[src/rtl/acondicionador_botones_pkg.sv]
// Shared definitions for the pushbutton / tilt-switch conditioning stage.
package acondicionador_botones_pkg;

  localparam int unsigned N_BTN    = 5;
  localparam int unsigned CH_SLEEP = 0;
  localparam int unsigned CH_AWAKE = 1;
  localparam int unsigned CH_FEED  = 2;
  localparam int unsigned CH_PLAY  = 3;
  localparam int unsigned CH_RST   = 4;

  // Debounce states: stable released, candidate press, stable pressed, candidate release.
  typedef enum logic [1:0] {
    REL    = 2'd0,
    PEND_P = 2'd1,
    PRES   = 2'd2,
    PEND_R = 2'd3
  } deb_state_t;

  function automatic logic deb_level(input deb_state_t s);
    return (s == PRES) || (s == PEND_R);
  endfunction

endpackage

[src/rtl/acondicionador_botones_debounce_canal.sv]
// One input channel: 2-flop synchroniser, tick-based debounce FSM,
// registered debounced level and a one-clock rise pulse.
module debounce_canal
  import acondicionador_botones_pkg::*;
#(
  parameter int unsigned DEB_MS = 20,
  parameter bit          INVERT = 1'b0
) (
  input  logic clk,
  input  logic rst,
  input  logic raw,
  input  logic tick,
  output logic level,
  output logic rise
);

  localparam int unsigned CW = $clog2(DEB_MS + 1);
  localparam logic [CW-1:0] CNT_LAST = CW'(DEB_MS - 1);

  logic          s1;
  logic          s2;
  logic          pressed;
  deb_state_t    state;
  deb_state_t    state_nx;
  logic [CW-1:0] count;
  logic [CW-1:0] count_nx;
  logic          level_d;

  // Synchroniser resets to the released raw value.
  always_ff @(posedge clk or posedge rst) begin
    if (rst) begin
      s1 <= INVERT;
      s2 <= INVERT;
    end else begin
      s1 <= raw;
      s2 <= s1;
    end
  end

  assign pressed = s2 ^ INVERT;

  always_ff @(posedge clk or posedge rst) begin
    if (rst) begin
      state <= REL;
      count <= '0;
    end else begin
      state <= state_nx;
      count <= count_nx;
    end
  end

  // A candidate level must survive DEB_MS ticks; any reversal abandons it.
  always_comb begin
    state_nx = state;
    count_nx = count;
    case (state)
      REL: begin
        if (pressed) begin
          state_nx = PEND_P;
          count_nx = '0;
        end
      end
      PEND_P: begin
        if (!pressed) begin
          state_nx = REL;
          count_nx = '0;
        end else if (tick) begin
          if (count == CNT_LAST) begin
            state_nx = PRES;
            count_nx = '0;
          end else begin
            count_nx = count + CW'(1);
          end
        end
      end
      PRES: begin
        if (!pressed) begin
          state_nx = PEND_R;
          count_nx = '0;
        end
      end
      PEND_R: begin
        if (pressed) begin
          state_nx = PRES;
          count_nx = '0;
        end else if (tick) begin
          if (count == CNT_LAST) begin
            state_nx = REL;
            count_nx = '0;
          end else begin
            count_nx = count + CW'(1);
          end
        end
      end
      default: begin
        state_nx = REL;
        count_nx = '0;
      end
    endcase
  end

  always_ff @(posedge clk or posedge rst) begin
    if (rst) begin
      level   <= 1'b0;
      level_d <= 1'b0;
      rise    <= 1'b0;
    end else begin
      level   <= deb_level(state);
      level_d <= level;
      rise    <= level & ~level_d;
    end
  end

endmodule

[src/rtl/acondicionador_botones.sv]
// Conditions raw pushbuttons and tilt switch into clean pulses/levels for the
// pet FSM; button 4 gives a long-press reset request or a short-press test toggle.
module acondicionador_botones
  import acondicionador_botones_pkg::*;
#(
  parameter int unsigned COUNT_MAX  = 50000,
  parameter int unsigned DEB_MS     = 20,
  parameter int unsigned LONG_MS    = 3000,
  parameter bit          ACTIVE_LOW = 1'b1
) (
  input  logic             clk,
  input  logic             rst,
  input  logic [N_BTN-1:0] btn_raw,
  input  logic             giro_raw,
  output logic             botonSleep,
  output logic             botonAwake,
  output logic             botonFeed,
  output logic             botonPlay,
  output logic             giro,
  output logic             rst_req,
  output logic             test_mode
);

  localparam int unsigned DW = (COUNT_MAX > 1) ? $clog2(COUNT_MAX) : 1;
  localparam int unsigned HW = $clog2(LONG_MS + 1);

  logic [DW-1:0]    div;
  logic             tick;
  logic [N_BTN-1:0] lvl;
  logic [N_BTN-1:0] rise;
  logic             giro_rise;
  logic             unused_bits;
  logic [HW-1:0]    hold_cnt;
  logic             long_flag;
  logic             rst_lvl_d;

  // Millisecond tick divider.
  always_ff @(posedge clk or posedge rst) begin
    if (rst) begin
      div  <= '0;
      tick <= 1'b0;
    end else if (div == DW'(COUNT_MAX - 1)) begin
      div  <= '0;
      tick <= 1'b1;
    end else begin
      div  <= div + DW'(1);
      tick <= 1'b0;
    end
  end

  for (genvar i = 0; i < int'(N_BTN); i++) begin : g_btn
    debounce_canal #(
      .DEB_MS (DEB_MS),
      .INVERT (ACTIVE_LOW)
    ) u_canal (
      .clk   (clk),
      .rst   (rst),
      .raw   (btn_raw[i]),
      .tick  (tick),
      .level (lvl[i]),
      .rise  (rise[i])
    );
  end

  debounce_canal #(
    .DEB_MS (DEB_MS),
    .INVERT (1'b0)
  ) u_giro (
    .clk   (clk),
    .rst   (rst),
    .raw   (giro_raw),
    .tick  (tick),
    .level (giro),
    .rise  (giro_rise)
  );

  assign botonSleep = rise[CH_SLEEP];
  assign botonAwake = rise[CH_AWAKE];
  assign botonFeed  = rise[CH_FEED];
  assign botonPlay  = rise[CH_PLAY];

  // Levels of the command buttons and the pulses of channel 4 / tilt are not needed.
  assign unused_bits = ^{lvl[CH_PLAY:CH_SLEEP], rise[CH_RST], giro_rise};

  // Long-press detection and test-mode toggle on the debounced channel 4 level.
  always_ff @(posedge clk or posedge rst) begin
    if (rst) begin
      hold_cnt  <= '0;
      long_flag <= 1'b0;
      rst_req   <= 1'b0;
      test_mode <= 1'b0;
      rst_lvl_d <= 1'b0;
    end else begin
      rst_req   <= 1'b0;
      rst_lvl_d <= lvl[CH_RST];
      if (lvl[CH_RST]) begin
        if (tick && (hold_cnt != HW'(LONG_MS))) begin
          hold_cnt <= hold_cnt + HW'(1);
          if (hold_cnt == HW'(LONG_MS - 1)) begin
            rst_req   <= 1'b1;
            long_flag <= 1'b1;
          end
        end
      end else if (rst_lvl_d) begin
        if (!long_flag) begin
          test_mode <= ~test_mode;
        end
        hold_cnt  <= '0;
        long_flag <= 1'b0;
      end
    end
  end

endmodule
[config.mk]
export PLATFORM = sky130hd
export DESIGN_NAME = acondicionador_botones
export DESIGN_NICKNAME = d
export VERILOG_FILES = /design/src/rtl/acondicionador_botones_pkg.sv /design/src/rtl/acondicionador_botones_debounce_canal.sv /design/src/rtl/acondicionador_botones.sv
export SDC_FILE = /design/constraint.sdc
export NUM_CORES = 1
export LEC_CHECK = 0
export ABC_CLOCK_PERIOD_IN_PS = 3200
export BUFFER_PORTS_ARGS = -buffer_cell sky130_fd_sc_hd__buf_2
export CORE_MARGIN = 1
export CORE_UTILIZATION = 55
export CTS_CLUSTER_DIAMETER = 80
export DETAILED_ROUTE_END_ITERATION = 16
export PLACE_DENSITY = 0.75
export SYNTH_ARGS = -nofsm -noshare
export SYNTH_HDL_FRONTEND = slang
export SYNTH_SLANG_ARGS = --single-unit
export TNS_END_PERCENT = 1
[constraint.sdc]
create_clock -name clk -period 3.2 [get_ports clk]
set_input_delay 0.64 -clock clk [delete_from_list [all_inputs] [get_ports clk]]
set_output_delay 0.64 -clock clk [all_outputs]
set_load 0.02 [all_outputs]
==> impl_results.rst <==
.. list-table::
   :header-rows: 1

   * - Metric
     - Value
   * - Endpoint type of the worst setup path
     - flop
   * - Setup repair after global routing missed its margin
     - false
   * - Area overhead of the layout relative to synthesis
     - 8.21%
   * - Number of violations reported at the end of detailed-routing iteration 0
     - 146
   * - Yosys reg bits
     - 101
   * - Max Clk Rate
     - 0.467 GHz
   * - Total Nets Final
     - 467
   * - Slew at the pin closest to its max-slew limit
     - 850 ps
   * - Core Box Area
     - 7890 um2
   * - CP arrival
     - 2400 ps
   * - Count of endpoints failing setup in the final report
     - 0
   * - Core utilization of the finished layout
     - 62.7%
   * - Number of vias after detailed routing
     - 3190
   * - Max clock buf depth
     - 2
   * - Clock buffers created by TritonCTS
     - 9
   * - Number of cell instances on the worst register-to-register path
     - 4
   * - Number of routed nets with antenna violations
     - 0
   * - PwrDens
     - 485 nW/um2
   * - Cell variety after synth
     - 48
   * - Clk_lat worst skew
     - 370 ps
   * - Total overflow reported by the global router
     - 0
   * - Num Clock Sinks
     - 101
   * - Most common library cell in the layout ignoring fill and taps
     - sky130_fd_sc_hd__dfrtp_1
   * - Number of antenna violations at the first check in global routing
     - 0
   * - Final total negative setup slack
     - 0 ps
   * - Share of cells above drive strength 1
     - 11.2%
   * - Final cycle utilization of the critical path
     - 66.9%
   * - Most frequent cells in the layout
     - 91 x sky130_fd_sc_hd__dfrtp_1, 44 x sky130_fd_sc_hd__nand2_1, 25 x sky130_fd_sc_hd__nor2_1
   * - Relative slew slack
     - 43.3%
   * - Max-cap check violation count
     - 0
   * - Worst-path maximum fanout
     - 26
   * - Setup slack of the critical path after layout
     - 1060 ps
   * - Synth Cell Area
     - 4570 um2
   * - Per-instance average area after synthesis
     - 10.5 um2
   * - H-tree lvl count
     - 3
   * - First-pass GRT wire length
     - 13.7 mm
   * - Quantity of hold-fixing buffers added after cts
     - 0
   * - Synthesized netlist net count
     - 453
   * - Data required, critical path
     - 3450 ps
   * - Final hold violation count
     - 0
   * - Number of standard cells after synthesis
     - 436
   * - Vertical die dimension
     - 93.2 um
   * - Share of synthesized area occupied by flip-flops and latches
     - 55.5%
   * - Number of vias per cell
     - 5.73
   * - Global-route usage over all layers
     - 20.0%
   * - Vias in the first global route
     - 3136
   * - Average wire length per cell after detail routing
     - 13.5 um
   * - Source of the worst hold timing path
     - u_giro.s1
   * - Worst IR drop on VDD
     - 229 uV
   * - Area of the die
     - 8680 um2
   * - Initial Utilization
     - 58.0%
   * - Final wirelength
     - 7.53 mm
   * - Worst setup path category
     - reg2reg
   * - Hold Path Depth
     - 0
   * - FP Rows
     - 32
   * - EDFF count, synth
     - 0
   * - Clock transition at the registers of the reported paths
     - 100 ps
   * - Antenna Cells
     - 0
   * - Number of I/O port buffers
     - 14
   * - Hold endpoint
     - u_giro.pressed
   * - DRC violation count after routing
     - 0
   * - TritonCTS clock tree
     - yes
   * - Worst slack, placed
     - 1110 ps
   * - Worst reg2reg setup slack
     - 1060 ps
   * - Result of the run
     - completed
   * - Final critical-path required period
     - 2140 ps
   * - Iteration count of the initial detailed-routing pass
     - 4
   * - Destination of the worst register-to-register timing path
     - g_btn[0].u_canal.count[3]
   * - Count of pins on the block boundary
     - 15
   * - Total leakage power
     - 2.24 nW
   * - Type of the tightest min-delay check
     - reg2reg
   * - Async S/R FF share, synth
     - 100%
   * - Estimated wirelength of the detail-placed design
     - 4.98 mm
   * - Post-Route Skew
     - 11.0 ps
   * - Kind of start point of the critical path
     - flop
   * - RD Place Congestion
     - 0.862
   * - Yosys warning total
     - 0
   * - Number of setup buffers added after CTS
     - 0
   * - Commonest register cell after synthesis
     - sky130_fd_sc_hd__dfrtp_1
   * - Max Transition Viols Final
     - 0
   * - Count of instances resized after the clock tree is built
     - 0
   * - Pin count of the biggest net entering global routing
     - 102
   * - Die boundary width
     - 93.2 um
   * - Beginning of the worst register-to-register path
     - tick
   * - Root cell of the clock tree
     - sky130_fd_sc_hd__clkbuf_8
## worst max-delay path: stages (launching register included)
cell and delay, ps:
sky130_fd_sc_hd__dfrtp_1 910, sky130_fd_sc_hd__nand2_1 310, sky130_fd_sc_hd__o311ai_1 560, sky130_fd_sc_hd__or3_1 190
sky130_fd_sc_hd__nand3_1 70
## per-stage QoR
stage          std cells  hold slack [ps]  power [mW]  area [um2]
2_1_floorplan        436              331        1.57        4580
3_3_place_gp         541              333        1.62        4750
3_5_place_dp         541              336        1.62        4750
4_1_cts              557              344        2.43        4950
5_1_grt              557              332        2.52        4950
6_report             557              354        2.40        4950
## report_power, final
part | internal [mW] | switching [mW] | leakage, nW
sequential | 1.34 | 0.0521 | 1.34
clock | 0.357 | 0.440 | 0.104
combinational | 0.0738 | 0.140 | 0.797
## worst max path at each step
stage / slack, ps / start / depth (start not counted) / end
after floorplan: 1360 / rst / 1 / asynchronous set/reset pin
after global placement: 1160 / tick / 4 / g_btn[2].u_canal.count[0]
after detailed placement: 1110 / tick / 4 / g_btn[0].u_canal.count[3]
after CTS: 1080 / tick / 4 / g_btn[0].u_canal.count[3]
after global routing: 900 / tick / 4 / g_btn[0].u_canal.count[3]
final: 1060 / tick / 4 / g_btn[0].u_canal.count[3]
## kinds of logic after synthesis
family | after synthesis | share of synthesized area [%]
buffers and inverters | 34 | 2.90
AOI/OAI and AO/OA | 82 | 11.7
DFF | 101 | 55.5
xor gates and xnor gates | 32 | 6.13
adders and majority gates | 9 | 2.46
and+or+nand+nor | 169 | 19.1
muxes | 9 | 2.11
## sequential cells by signal, indices dropped and copies added, names as in the netlist, 4 cells and up, named ones only
signal / cells
g_btn.u_canal.count: 25
g_btn.u_canal.s2: 5
g_btn.u_canal.s1: 5
g_btn.u_canal.state: 5
hold_cnt: 12
g_btn.u_canal.rise: 4
div: 16
g_btn.u_canal.level: 5
u_giro.count: 5
g_btn.u_canal.level_d: 4
## synthesized netlist by cell type (10+ instances only)
cell / number / share of area [%]
sky130_fd_sc_hd__o21ai_0: 23 / 2.5
sky130_fd_sc_hd__nand2b_1: 19 / 2.6
sky130_fd_sc_hd__nor2_1: 25 / 2.1
sky130_fd_sc_hd__dfrtp_1: 91 / 50
sky130_fd_sc_hd__nand2_1: 44 / 3.6
sky130_fd_sc_hd__nor3_1: 15 / 1.6
sky130_fd_sc_hd__xor2_1: 14 / 2.7
sky130_fd_sc_hd__dfstp_2: 10 / 5.7
sky130_fd_sc_hd__nand4_1: 14 / 1.9
sky130_fd_sc_hd__a21oi_1: 15 / 1.6
sky130_fd_sc_hd__inv_1: 19 / 1.6
sky130_fd_sc_hd__o22ai_1: 10 / 1.4
sky130_fd_sc_hd__nand3_1: 17 / 1.9
sky130_fd_sc_hd__xnor2_1: 18 / 3.4
## layer usage
layer	share of wire, %	global-route usage [%]	wire [um]	vias to the layer above
met1	48	25.5	3590	1574
met2	48	33.1	3620	40
li1	-	-	-	1562
met5	0	0	0	-
met3	2.6	4.72	194	14
met4	1.7	7.56	125	0
## cell type report
cell class	instances	area (um2)
Sequential cell	101	2540
Fill cell	630	2940
Clock inverter	4	35.0
Timing Repair Buffer	16	97.6
Multi-Input combinational cell	301	1900
Inverter	21	82.6
Tap cell	102	128
Clock buffer	12	165
(Power assumes the default switching activity.)
